$ cat src/rtl/mux_pack.sv
// Three-channel byte-to-word packer: bytes from the selected channel are packed MSB-first into one output word.
// Build option: define MUX_PACK_PARTIAL_FLUSH_EN to emit zero-padded partial words on channel change or idle.
module mux_pack #(
  parameter int unsigned MST_DWIDTH = 32,
  parameter int unsigned SYS_DWIDTH = 8
) (
  input  logic                  clk_sys,
  input  logic                  rst,
  input  logic [1:0]            select,
  input  logic [SYS_DWIDTH-1:0] data0_i,
  input  logic [SYS_DWIDTH-1:0] data1_i,
  input  logic [SYS_DWIDTH-1:0] data2_i,
  input  logic                  valid0_i,
  input  logic                  valid1_i,
  input  logic                  valid2_i,
  output logic                  ready_o,
  output logic [MST_DWIDTH-1:0] data_o,
  output logic                  valid_o,
  input  logic                  ready_i
);

  localparam int unsigned NBYTES   = 4;
  localparam int unsigned PACK_W   = MST_DWIDTH - SYS_DWIDTH;
  localparam logic [1:0]  SEL_IDLE = 2'd3;
  localparam logic [1:0]  CNT_LAST = 2'd3;

  logic [1:0]            select_q;
  logic [1:0]            cnt_q, cnt_d;
  // Only the first three bytes are staged; the fourth goes straight to data_o.
  logic [PACK_W-1:0]     pack_q, pack_d;
  logic [MST_DWIDTH-1:0] data_d;
  logic                  valid_d;

  logic                  sel_valid_c;
  logic [SYS_DWIDTH-1:0] sel_data_c;
  logic                  chan_chg_c;
  logic                  sel_idle_c;
  logic                  accept_c;
  logic                  flush_pend_c;

`ifdef MUX_PACK_PARTIAL_FLUSH_EN
  logic                  flush_q, flush_d;
  logic                  out_free_c;
  logic [PACK_W-1:0]     partial_c;

  assign flush_pend_c = flush_q;
  assign out_free_c   = !valid_o || ready_i;

  // Keep the bytes received so far, zero the unfilled lower ones.
  always_comb begin
    partial_c = '0;
    for (int unsigned b = 0; b < NBYTES - 1; b++) begin
      if (2'(b) < cnt_q) begin
        partial_c[(NBYTES-2-b)*SYS_DWIDTH +: SYS_DWIDTH] =
          pack_q[(NBYTES-2-b)*SYS_DWIDTH +: SYS_DWIDTH];
      end
    end
  end

  always_ff @(posedge clk_sys or posedge rst) begin
    if (rst) begin
      flush_q <= 1'b0;
    end else begin
      flush_q <= flush_d;
    end
  end
`else
  assign flush_pend_c = 1'b0;
`endif

  // Selected-channel mux and input handshake.
  always_comb begin
    sel_valid_c = 1'b0;
    sel_data_c  = '0;
    case (select)
      2'd0: begin
        sel_valid_c = valid0_i;
        sel_data_c  = data0_i;
      end
      2'd1: begin
        sel_valid_c = valid1_i;
        sel_data_c  = data1_i;
      end
      2'd2: begin
        sel_valid_c = valid2_i;
        sel_data_c  = data2_i;
      end
      default: begin
        sel_valid_c = 1'b0;
        sel_data_c  = '0;
      end
    endcase

    chan_chg_c = (select != select_q);
    sel_idle_c = (select == SEL_IDLE);
    ready_o    = !sel_idle_c && !chan_chg_c && !flush_pend_c &&
                 !((cnt_q == CNT_LAST) && valid_o && !ready_i);
    accept_c   = ready_o && sel_valid_c;
  end

  // Next-state for counter, staging register and output word.
  always_comb begin
    cnt_d   = cnt_q;
    pack_d  = pack_q;
    data_d  = data_o;
    valid_d = valid_o;
`ifdef MUX_PACK_PARTIAL_FLUSH_EN
    flush_d = flush_q;
`endif

    if (valid_o && ready_i) begin
      valid_d = 1'b0;
    end

    if (accept_c) begin
      if (cnt_q == CNT_LAST) begin
        data_d  = {pack_q, sel_data_c};
        valid_d = 1'b1;
        cnt_d   = 2'd0;
        pack_d  = '0;
      end else begin
        for (int unsigned b = 0; b < NBYTES - 1; b++) begin
          if (cnt_q == 2'(b)) begin
            pack_d[(NBYTES-2-b)*SYS_DWIDTH +: SYS_DWIDTH] = sel_data_c;
          end
        end
        cnt_d = cnt_q + 2'd1;
      end
    end else if (chan_chg_c || sel_idle_c) begin
      cnt_d = 2'd0;
      if (cnt_q != 2'd0) begin
        pack_d = '0;
`ifdef MUX_PACK_PARTIAL_FLUSH_EN
        if (out_free_c) begin
          data_d  = {partial_c, SYS_DWIDTH'(0)};
          valid_d = 1'b1;
        end else begin
          pack_d  = partial_c;
          flush_d = 1'b1;
        end
`endif
      end
    end

`ifdef MUX_PACK_PARTIAL_FLUSH_EN
    // Pending partial word waits for the output register to free up.
    if (flush_q && out_free_c) begin
      data_d  = {pack_q, SYS_DWIDTH'(0)};
      valid_d = 1'b1;
      pack_d  = '0;
      flush_d = 1'b0;
    end
`endif
  end

  always_ff @(posedge clk_sys or posedge rst) begin
    if (rst) begin
      select_q <= 2'd0;
      cnt_q    <= 2'd0;
      pack_q   <= '0;
      data_o   <= '0;
      valid_o  <= 1'b0;
    end else begin
      select_q <= select;
      cnt_q    <= cnt_d;
      pack_q   <= pack_d;
      data_o   <= data_d;
      valid_o  <= valid_d;
    end
  end

endmodule

$ cat config.mk
export PLATFORM = sky130hd
export DESIGN_NAME = mux_pack
export DESIGN_NICKNAME = d
export VERILOG_FILES = /design/src/rtl/mux_pack.sv
export SDC_FILE = /design/constraint.sdc
export NUM_CORES = 1
export LEC_CHECK = 0
export ABC_AREA = 1
export BUFFER_PORTS_ARGS = -buffer_cell sky130_fd_sc_hd__clkbuf_2
export CAP_MARGIN = 15
export CORE_MARGIN = 2
export CORE_UTILIZATION = 53
export DETAILED_ROUTE_END_ITERATION = 12
export GPL_TIMING_DRIVEN = 0
export PLACE_DENSITY_LB_ADDON = 0.3
export SLEW_MARGIN = 40
export SYNTH_ARGS = -nofsm -noshare
export SYNTH_HDL_FRONTEND = slang
export SYNTH_SLANG_ARGS = --single-unit
export TNS_END_PERCENT = 50
$ cat constraint.sdc
create_clock -name clk_sys -period 2.52 [get_ports clk_sys]
set_clock_uncertainty 0.1 [all_clocks]
set_input_delay 0.126 -clock clk_sys [delete_from_list [all_inputs] [get_ports clk_sys]]
set_output_delay 0.126 -clock clk_sys [all_outputs]
set_load 0.005 [all_outputs]
### Word level (Yosys, flattened, before mapping)

Index checks and enable logic that the tools add are counted.

| word-level totals | value |
|---|---|
| bits in registers | 61 |
| output and inout port bits | 34 |
| logic and storage cells | 53 |

| operators by class | value |
|---|---|
| reduce and logical (&&, ||, !) cells | 20 |
| equality and inequality tests | 10 |
| muxes and demuxes | 15 |
| add/sub/neg operators | 1 |

Operator list:

| cell | count |
|---|---|
| $mux 24 | 4 |
| $mux 8 | 3 |
| $pmux 8 s3 | 1 |
| $ne 3x1->1 const B | 3 |
| $reduce_and 3->1 | 3 |
| $eq 2x2->1 const B | 4 |
| $logic_and 1x1->1 | 6 |
| $mux 2 | 3 |
| $reduce_bool 2->1 | 3 |
| $eq 2x1->1 const B | 2 |
| $logic_not 1->1 | 4 |
| $logic_not 2->1 | 2 |
| $mux 1 | 3 |
| $pmux 1 s3 | 1 |
| $add 2x1->2 const B | 1 |
| $ne 2x2->1 | 1 |
| $reduce_and 2->1 | 1 |
| $logic_or 1x1->1 | 1 |

### Logic depth before layout (Yosys ltp)

Gate-level depths: netlist of run 1.

| depth | value |
|---|---|
| depth after elaboration | 8 |
| gate-level depth with buffers | 11 |

### Worst setup path before layout of run 1

No wires, ideal clock.

| path | value |
|---|---|
| kind | register to register |
| from | register cnt_q[0] |
| to | register data_o[0] |
| cell stages (with the launch flop) | 11 |
| data arrival time | 1,633 ps |
| period minus slack after synthesis | 1,850 ps |
| setup slack | 670 ps |
| data required time | 2,304 ps |
| cell sequence | dfrtp_1 -> ha_1 -> inv_1 -> nor2_1 -> nor2_2 -> nand2_4 -> nor2_4 -> inv_2 -> buf_6 -> nand2_1 -> nand2_1 |

| between the ends | value |
|---|---|
| cells in the longest elaborated chain, start to end | 7 |

RTL lines:

| what | line | source |
|---|---|---|
| start: declaration | 28 | `logic [1:0] cnt_q, cnt_d;` |
| start signal: assignment | 165 | `cnt_q <= cnt_d;` |
| $eq 2x2->1 | 97 | `!((cnt_q == CNT_LAST) && valid_o && !ready_i);` |
| $logic_and 1x1->1 (2 in a row) | 97 |  |
| $logic_not 1->1 | 97 |  |
| $logic_and 1x1->1 | 96 | `ready_o = !sel_idle_c && !chan_chg_c && !flush_pend_c &&` |
| net ready_o | 16 | `output logic ready_o,` |
| $logic_and 1x1->1 | 98 | `accept_c = ready_o && sel_valid_c;` |
| $reduce_and 2->1 (no line) | -- |  |
| end signal: assignment | 167 | `data_o <= data_d;` |
| end: declaration | 17 | `output logic [MST_DWIDTH-1:0] data_o,` |

The timed path passes the listed nets, and every way through them passes these cells.
A chain may end at the register's enable or synchronous reset.

### Final worst setup path of run 1

| path | value |
|---|---|
| from | register cnt_q[0] |
| to | register pack_q[18] |

| between the ends | value |
|---|---|
| cells in the longest elaborated chain, start to end | 8 |

RTL lines:

| what | line | source |
|---|---|---|
| $eq 2x2->1 | 97, 116 |  |
| $logic_and 1x1->1 (2 in a row) | 97 |  |
| $logic_not 1->1 | 97 |  |
| $logic_and 1x1->1 | 96 |  |
| $logic_and 1x1->1 | 98 |  |
| $ne 3x1->1 (no line) / $reduce_bool 2->1 (equally long branches) | -- |  |
| $reduce_and 3->1 (no line) | -- |  |
| end signal: assignment | 166 | `pack_q <= pack_d;` |
| end: declaration | 30 | `logic [PACK_W-1:0] pack_q, pack_d;` |

Several ways; a longest one is shown, not always the timed one.

==> reports/qor.yml, run 1 <==
slew_violations: 0
slew-limit-headroom_pct: 73.1
clk_latency_ps: 340
p_per_area_nw_per_um2: 599
cts_tree: "built"
mostFrequentLayoutCell: "nand2_1"
r2r_slack_ps: 370
synth_area_um2: 2770
met1_usage_pct: 28.4
hold_viol_final: 0
antenna_left: 0
status: "finished, final reports clean"
start_util_pct: 54.5
grt_pass1_vias: 2362
cts_root_buffer: "clkbuf_8"
critPathLaunchType: "register"
drive_gt1_share_pct: 25.0
drt-pass1-iter-count: 5
drt_iter0_drc: 108
yosys_register_bits: 61
hold_path_depth: 5
maxCapViolCount: 0
worstSetupEndpointType: "register"
period_minus_slack_ps: 2150
layout_common_cells: "nand2_1 (192), clkbuf_2 (65), dfrtp_1 (61), nand3_1 (33), inv_1 (12)"
synthCells: 339
dieArea_um2: 5810
clockBufferDepth: 2
wl_um: 5930
drc_errors: 0
rsz0062_at_grt: "false"
ios: 66
syn_area_per_cell_um2: 8.16
arrival_ps: 2330
vias_per_cell: 4.92
final_nets: 456
fin_util_pct: 67.8
vias: 2430
setup_tns_ps: 0
cts_resized: 0
min_from: "data2_i[2]"
core_region_area_um2: 5070
grt_overflow: 0
hold_path.class: "input pin to register"
port_buffers: 65
syn2layout_area_growth_pct: 24.4
grt_pass1_wl_um: 10400
wire_per_inst_um: 12.0
tightest_slew_ps: 403
cp.required_ps: 2700
ys_seq_area_share_pct: 55.2
rows: 26
h-tree-depth: 3
antenna_found_initial: 0
grt_max_degree: 39
min_period_over_period_pct: 85.3
grt.met2_usage_pct: 38.1
startpoint: "cnt_q[0]$_DFFE_PP0P_"
diodes: 0
numCtsBuffers: 9
max_freq_ghz: 0.465
dpl.hpwl_um: 4320
chipHeight_um: 76.2
synth_cell_types: 17
r2r_start: "cnt_q[0]$_DFFE_PP0P_"
clkTransAtPathRegs_ps: 70
gr-usage-met3_pct: 4.27
grt_busiest_layer: "met2"
fp.dieW_um: 76.2
gp_congestion: 0.804
reg2regPathDepth: 8
grt_usage_pct: 22.5
cts.sinks: 61
worstSetupPathType: "register to register"
max-vdd-ir-drop_mv: 0.550
finalNonFillerCells: 494
synth_nets: 375
worstPathMaxFanout: 9
setup_violations: 0
p_leak_nw: 2.06
ys_warn_count: 0
dpl.cell_count: 475
-- cells by family (layout without fill, tap and decap cells) --
kind of cell	Yosys count	after routing	synth area share [%]
AND/OR/NAND/NOR	247	247	37.5
flip-flops	61	61	55.2
buffers and inverters	25	110	5.16
adder cells (fa/ha/maj)	4	4	1.81
AO/OA/AOI/OAI	2	2	0.362
-- registers in the layout, summed over array words and instances (netlist names) --
register	cells
cnt_q	2
pack_q	24
valid_o	1
data_o	32
select_q	2
-- synthesized netlist by cell type (all sizes together) --
| master | n | area, um^2 |
|---|---|---|
| inv | 15 | 56.3 |
| clkbuf | 1 | 3.75 |
| nand3 | 35 | 185 |
| nor2 | 14 | 70.1 |
| dfrtp | 61 | 1530 |
| buf | 9 | 82.6 |
| ha | 4 | 50.1 |
| nand4 | 3 | 37.5 |
| nand2 | 195 | 744 |
| o21ai | 2 | 10.0 |
-- worst max-delay path: stages (launching register included) --
cell     delay (ps)
dfrtp_1         400
ha_1            200
inv_1           190
nor2_1           90
nor2_2          320
nand4_2         300
nand2_1         320
nand2_1         110
nand2_1          70
-- routing by layer --
layer | routed length (um) | part of all wire, %
met5 | 0 | 0
met4 | 103 | 1.7
met3 | 299 | 5.0
met2 | 2920 | 49
met1 | 2610 | 44
-- path summary, 6_finish.rpt --
check	endpoint
min	data_o[2]$_DFFE_PP0P_
min in group asynchronous	data_o[6]$_DFFE_PP0P_
min reg2reg	data_o[7]$_DFFE_PP0P_
max reg2reg	pack_q[18]$_DFFE_PP0P_
max in group asynchronous	pack_q[16]$_DFFE_PP0P_
max	pack_q[18]$_DFFE_PP0P_
-- per-stage QoR --
stage	setup WS, ps	cell area [um^2]	total power [W]	hold WS [ps]
6_report	371	3440	0.00206	19.9
4_1_cts	364	3440	0.00206	19.4
3_3_place_gp	130	3180	0.00118	228
3_5_place_dp	404	3200	0.00119	3.13
2_1_floorplan	670	2770	0.00113	57.4
5_1_grt	184	3440	0.00213	68.4
-- final cells by class --
class	count	area, um^2
fillers	462	1630
flip-flops and latches	61	1530
multi-input cells	253	1100
repair buffers	70	385
clock buffers	11	151
well taps	70	87.6
plain buffers	10	86.3
inverters	15	58.8
clock inverters	4	47.5
-- repair_timing --
item,CTS,global route
endpoints found under the hold margin,64,0
buffers inserted,0,0
hold buffers,4,0
-- where the power goes --
part	internal [W]	switching (W)	total, W
sequential	0.00100	0.0000117	0.00101
clock	0.000502	0.000385	0.000886
combinational	0.0000572	0.000105	0.000162
total	0.00156	0.000501	0.00206
No activity file was read; power rests on OpenSTA's default activity.
==> inputs of run 2 (changes only) <==
Settings changed: ABC_AREA 1 to unset.
==> run 2 against run 1 <==
  * Sequential cell count is the same
  * Global-route usage shrank 2.3 points
  * First-iteration DRC count shrank 19%
  * Critical path type is now input pin to output pin
  * Largest cell class unchanged
  * Largest power group unchanged
  * Highest routed layer unchanged
==> reports/qor.yml, run 2 <==
regMostFlops: "data_o"
setup_tns_ps: 0  # unchanged
synth_edf_count: 0  # unchanged
vias_per_cell: 5.24  # +6.5%
synth_mux_area_share_pct: 22.6  # +23 points
chipHeight_um: 76.0  # -0.28%
arrival_ps: 2000  # -330 ps
yosys-top-cells-area: "dfrtp_1 (56%), mux2_2 (12%), mux2i_1 (9.5%)"
wire_per_inst_um: 14.6  # +22%
slew-limit-headroom_pct: 55.4  # -18 points
grt_overflow: 0  # unchanged
hold_viol_final: 0  # unchanged
synth_cell_types: 33  # +16
drt_iter0_drc: 87  # -19%
final_nets: 323  # -29%
syn2layout_area_growth_pct: 25.4
synth_nets: 243  # -35%
dieArea_um2: 5780  # -0.55%
synth_top_area_share_pct: 55.5  # +0.33 points
fin_util_pct: 68.4  # +0.61 points
antenna_found_initial: 0  # unchanged
port_buffers: 65  # unchanged
dpl.cell_count: 343  # -28%
cts_tree: "built"
cts_root_buffer: "clkbuf_8"
p_per_area_nw_per_um2: 627  # +4.8%
max-vdd-ir-drop_mv: 0.400  # -27%
fillers: 399  # -14%
clockBufferDepth: 2  # unchanged
drt-pass1-iter-count: 4  # -1
mostFrequentLayoutCell: "clkbuf_2"
finalNonFillerCells: 362  # -27%
netlist_top_cells_count: "dfrtp_1 (61), mux2_2 (30), mux2i_1 (26), nand2_1 (17), a22o_1 (9)"
synth_area_um2: 2750  # -0.59%
synthCells: 207  # -39%
layout_common_cells: "clkbuf_2 (66), dfrtp_1 (61), mux2_2 (30), mux2i_1 (26), nand2_1 (17)"
min_period_over_period_pct: 88.3  # +3.0 points
post_cts_buffers: 0  # unchanged
gp_congestion: 0.782  # -2.8%
hold-worst-slack_ps: 46.4  # +26.6 ps
synth_fa_ha_area_share_pct: 1.82  # +0.011 points
yosys.area_share.simple_pct: 7.01  # -30 points
ios: 66  # unchanged
hold_path.class: "input pin to register"
worstSetupEndpointType: "output pin"
numCtsBuffers: 9  # unchanged
vias: 1896  # -22%
cts.sinks: 61  # unchanged
core_region_area_um2: 5040  # -0.64%
clk_latency_ps: 340  # about the same
ys_seq_area_share_pct: 55.5  # +0.33 points
rows: 26  # unchanged
max_freq_ghz: 0.449  # -3.4%
period_minus_slack_ps: 2230  # +76.2 ps
largest_reg_flops: 32  # unchanged
p_leak_nw: 1.85  # -10%
start_util_pct: 54.5  # about the same
yosysMostFrequentCell: "dfrtp_1"
worstSetupPathType: "input pin to output pin"
drc_errors: 0  # unchanged
synth_top_family_by_area: "multiplexers"
synth_top_cell_by_area: "dfrtp_1"
ys_warn_count: 0  # unchanged
status: "finished, final reports clean"
fp.dieW_um: 76.0  # -0.28%
syn_area_per_cell_um2: 13.3  # +63%
critPathLaunchType: "input pin"
largestRegisters: "data_o: 32 flops, pack_q: 24 flops"
clkTransAtPathRegs_ps: 70  # about the same
grt_pass1_vias: 1965  # -17%
place_area_um2: 3190  # -0.27%
grt_pass1_wl_um: 9220  # -11%
synth_xor_area_share_pct: 0.318  # +0.32 points
synth_compound_area_share_pct: 9.10  # +8.7 points
rsz0062_at_grt: "false"
grt_max_degree: 46  # +18%
h-tree-depth: 3  # unchanged
setup_violations: 0  # unchanged
synthFlopType: "dfrtp_1"
maxCapViolCount: 0  # unchanged
drive_gt1_share_pct: 42.5  # +17 points
wl_um: 5300  # -11%
tightest_slew_ps: 669  # +266 ps
diodes: 0  # unchanged
yosys_register_bits: 61  # unchanged
dpl.hpwl_um: 3910  # -9.3%
async_flop_share_pct: 100  # unchanged
antenna_left: 0  # unchanged
cp.required_ps: 2290  # -410 ps
final_cell_area_um2: 3450  # +0.25%
worstPathMaxFanout: 10  # +1
slew_violations: 0  # unchanged
grt_usage_pct: 20.2  # -2.3 points
==> run 2: path summary, 6_finish.rpt <==
path | from | end | slack, ps | depth (start not counted)
setup / recovery | select[1] | ready_o | 290 | 8
hold / removal | ready_i | valid_o$_DFF_PP0_ | 50 | 3
setup reg to reg | cnt_q[0]$_DFFE_PP0P_ | pack_q[11]$_DFFE_PP0P_ | 410 | 7
hold reg to reg | data_o[24]$_DFFE_PP0P_ | data_o[24]$_DFFE_PP0P_ | 390 | 1
max in group asynchronous | rst | data_o[25]$_DFFE_PP0P_ | 1670 | 4
min in group asynchronous | rst | data_o[17]$_DFFE_PP0P_ | 170 | 3
==> run 2: where the power goes <==
group / internal (W) / switching [W]
logic: 0.0000750 / 0.0000899
clock network: 0.000608 / 0.000364
registers: 0.00101 / 0.0000176
total: 0.00169 / 0.000472
==> run 2: cell families (layout without fill, tap and decap cells) <==
| group | after synthesis | in the layout |
|---|---|---|
| AO/OA/AOI/OAI | 29 | 29 |
| XOR/XNOR | 1 | 1 |
| adder cells (fa/ha/maj) | 4 | 4 |
| buffers and inverters | 18 | 103 |
| flip-flops | 61 | 61 |
| multiplexers | 58 | 58 |
| AND/OR/NAND/NOR | 36 | 36 |
==> run 2: metal layers <==
metal,global-route usage [%],routed length (um),up-vias
met5,0,0,-
met4,9.27,87,0
met3,5.09,330,9
met2,31.7,2500,61
met1,26.8,2390,912
li1,-,-,914
==> run 2: timing repair <==
item,in CTS,in global routing
endpoints found under the hold margin,63,0
endpoints found under the setup margin,0,1
resized for setup,0,2
hold buffers,3,0
==> run 2: final cells by class <==
cell class	instances	area (um^2)	share of cell area (%)
repair buffers	69	383	11.1
inverters	4	17.5	0.508
clock buffers	12	155	4.50
well taps	70	87.6	2.54
plain buffers	14	87.6	2.54
flip-flops and latches	61	1530	44.3
multi-input cells	128	1120	32.5
clock inverters	4	70.1	2.03
==> run 2: through the flow <==
step	setup slack, ps	total power (W)
detailed placement	452	0.00121
global placement	75.1	0.00119
CTS	150	0.00219
floorplan	666	0.00114
global route	126	0.00225
finish	295	0.00216
==> run 2: worst max-delay path: stages <==
cell and delay (ps):
dlygate4sd3_1 520, clkbuf_2 140, nor2b_1 170, buf_2 230
a22o_1 280, clkbuf_2 260, and2_1 160, clkbuf_2 110
==> inputs of run 3 (changes only) <==
Settings changed: CORE_UTILIZATION 53 to 57, CTS_CLUSTER_SIZE set to 12, PLACE_DENSITY set to 0.88, PLACE_DENSITY_LB_ADDON 0.3 to unset.
Clock period 2.52 ns to 2.7 ns, I/O delays scaled along.
==> run 3 against run 2 <==
  * Clock power shrank 16%
  * Non-clock buffer count unchanged
  * Global-route usage is 3.0 points higher
  * Worst setup slack worse by 7.5 ps
  * Final cell count is 4.4% lower
  * Sequential power down 7%
  * Die area is 6.7% lower
  * Utilization is 4.0 points higher
  * Largest cell class unchanged
  * Largest power group unchanged
==> reports/qor.yml, run 3 (synthesized netlist as in run 2, its figures left out) <==
max_freq_ghz: 0.414
fin_util_pct: 72.4  # +4.0 points
reg2regPathDepth: 7  # unchanged
p_per_area_nw_per_um2: 568  # -9.4%
maxCapViolCount: 0  # unchanged
worstSetupEndpointType: "output pin"
drive_gt1_share_pct: 42.5  # unchanged
hold_viol_final: 0  # unchanged
numCtsBuffers: 9  # unchanged
min_period_over_period_pct: 89.4
largestRegisters: "data_o: 32 flops, pack_q: 24 flops"
wl_um: 5610  # +5.8%
wire_per_inst_um: 16.2  # +11%
mostFrequentLayoutCell: "clkbuf_2"
rsz0062_at_grt: "false"
crit_buf_inv: 5  # unchanged
setup_tns_ps: 0  # unchanged
clockBufferDepth: 2  # unchanged
grt_overflow: 0  # unchanged
syn2layout_area_growth_pct: 23.5
clkTransAtPathRegs_ps: 70  # about the same
hold_path.class: "input pin to register"
period_minus_slack_ps: 2410
grt_usage_pct: 23.2  # +3.0 points
worstSetupPathType: "input pin to output pin"
h-tree-depth: 3  # unchanged
fillers: 306  # -23%
vias: 1960  # +3.4%
hold_path_depth: 3  # unchanged
status: "finished, final reports clean"
diodes: 0  # unchanged
vias_per_cell: 5.66  # +8.2%
clk_latency_ps: 340  # about the same
gp_congestion: 0.834  # +6.6%
drt_iter0_drc: 99  # +14%
regArea_um2: 1530  # unchanged
tightest_slew_ps: 649  # -19.9 ps
drc_errors: 0  # unchanged
slew_violations: 0  # unchanged
antenna_left: 0  # unchanged
dpl.hpwl_um: 4070  # +4.0%
ctsHoldBuffers: 3  # unchanged
rows: 25  # -3.8%
port_buffers: 65  # unchanged
crit_family: "buffers and inverters"
critPathMaxStageDelay_ps: 530  # about the same
p_leak_nw: 1.82  # -1.5%
dpl.cell_count: 327  # -4.7%
setup_violations: 0  # unchanged
cts.sinks: 61  # unchanged
regMostFlops: "data_o"
grt_pass1_vias: 2006  # +2.1%
cts_root_buffer: "clkbuf_8"
arrival_ps: 2180  # +180 ps
dieArea_um2: 5400  # -6.7%
critPathLaunchType: "input pin"
post_cts_buffers: 0  # unchanged
ios: 66  # unchanged
slew-limit-headroom_pct: 56.8  # +1.3 points
grt_pass1_wl_um: 9300  # +0.90%
fp.dieW_um: 73.5  # -3.4%
grt_max_degree: 42  # -8.7%
finalNonFillerCells: 346  # -4.4%
multi_input_area_um2: 1120  # unchanged
cts_resized: 0  # unchanged
cts_tree: "built"
cp_num_cells: 8  # unchanged
chipHeight_um: 73.5  # -3.4%
max-vdd-ir-drop_mv: 0.321  # -20%
drt-pass1-iter-count: 4  # unchanged
start_util_pct: 58.6  # +4.1 points
cp.required_ps: 2470  # +180 ps
slowest_stage: "dlygate4sd3_1"
final_nets: 323  # unchanged
layout_common_cells: "clkbuf_2 (65), dfrtp_1 (61), mux2_2 (30), mux2i_1 (26), nand2_1 (17)"
largest_reg_flops: 32  # unchanged
worstPathMaxFanout: 10  # unchanged
antenna_found_initial: 0  # unchanged
path_common_cell: "clkbuf_2"
core_region_area_um2: 4690  # -6.9%
crit_chain: "dlygate4sd3_1 -> clkbuf_2 -> nor2b_1 -> buf_2 -> a22o_1 -> clkbuf_1 -> and2_1 -> clkbuf_2"
==> run 3: cell count changes in the layout (fill, tap and decap cells not counted) <==
| cell | change |
|---|---|
| buf_16 | -1 |
| buf_12 | +1 |
| clkbuf_8 | -1 |
| clkbuf_2 | -1 |
| clkinvlp_4 | +3 |
| bufinv_16 | -1 |
==> run 3: cell type report <==
class / instances / area share [%]
tap: 54 / 1.99
clock buffer: 10 / 4.05
clock inverter: 6 / 1.84
multi-input combinational: 128 / 33.1
buffer: 14 / 2.54
sequential: 61 / 45.0
inverter: 4 / 0.516
timing repair buffer: 69 / 11.1
==> run 3: worst reg2reg max path: cells and delay by family (launching register included) <==
family	cells	cell delay (ps)
adders and majority gates	1	170
AOI/OAI and AO/OA	1	260
buffers and inverters	3	550
and+or+nand+nor	1	300
DFF	1	400
muxes	1	300
==> run 3: path summary, 6_finish.rpt <==
check                                       start                      to  slack, ps
min                                       ready_i       valid_o$_DFF_PP0_         70
min reg2reg                data_o[15]$_DFFE_PP0P_  data_o[15]$_DFFE_PP0P_        410
max                                     select[1]                 ready_o        290
max reg2reg                  cnt_q[0]$_DFFE_PP0P_  pack_q[10]$_DFFE_PP0P_        550
min in group asynchronous                     rst   data_o[2]$_DFFE_PP0P_        170
max in group asynchronous                     rst  data_o[19]$_DFFE_PP0P_       1830
==> run 3: metal layers <==
layer	routed length [um]	global-route usage, %	up-vias
li1	-	-	916
met1	2460	29.3	965
met2	2760	37.8	69
met3	308	7.54	10
met4	78	8.08	0
met5	0	0	-
==> run 3: through the flow <==
stage	hold slack [ps]	cell area (um^2)	power [W]	setup WS, ps
5_1_grt	82.8	3400	0.00200	105
3_3_place_gp	202	3140	0.00112	314
3_5_place_dp	-7.54	3170	0.00113	586
6_report	66.9	3400	0.00193	287
2_1_floorplan	66.4	2750	0.00107	846
4_1_cts	56.3	3400	0.00194	298
==> run 3: power by group <==
group          total (W)  internal (W)  switching, W
sequential      0.000960      0.000941     0.0000183
clock           0.000817      0.000447      0.000370
combinational   0.000153     0.0000686     0.0000845
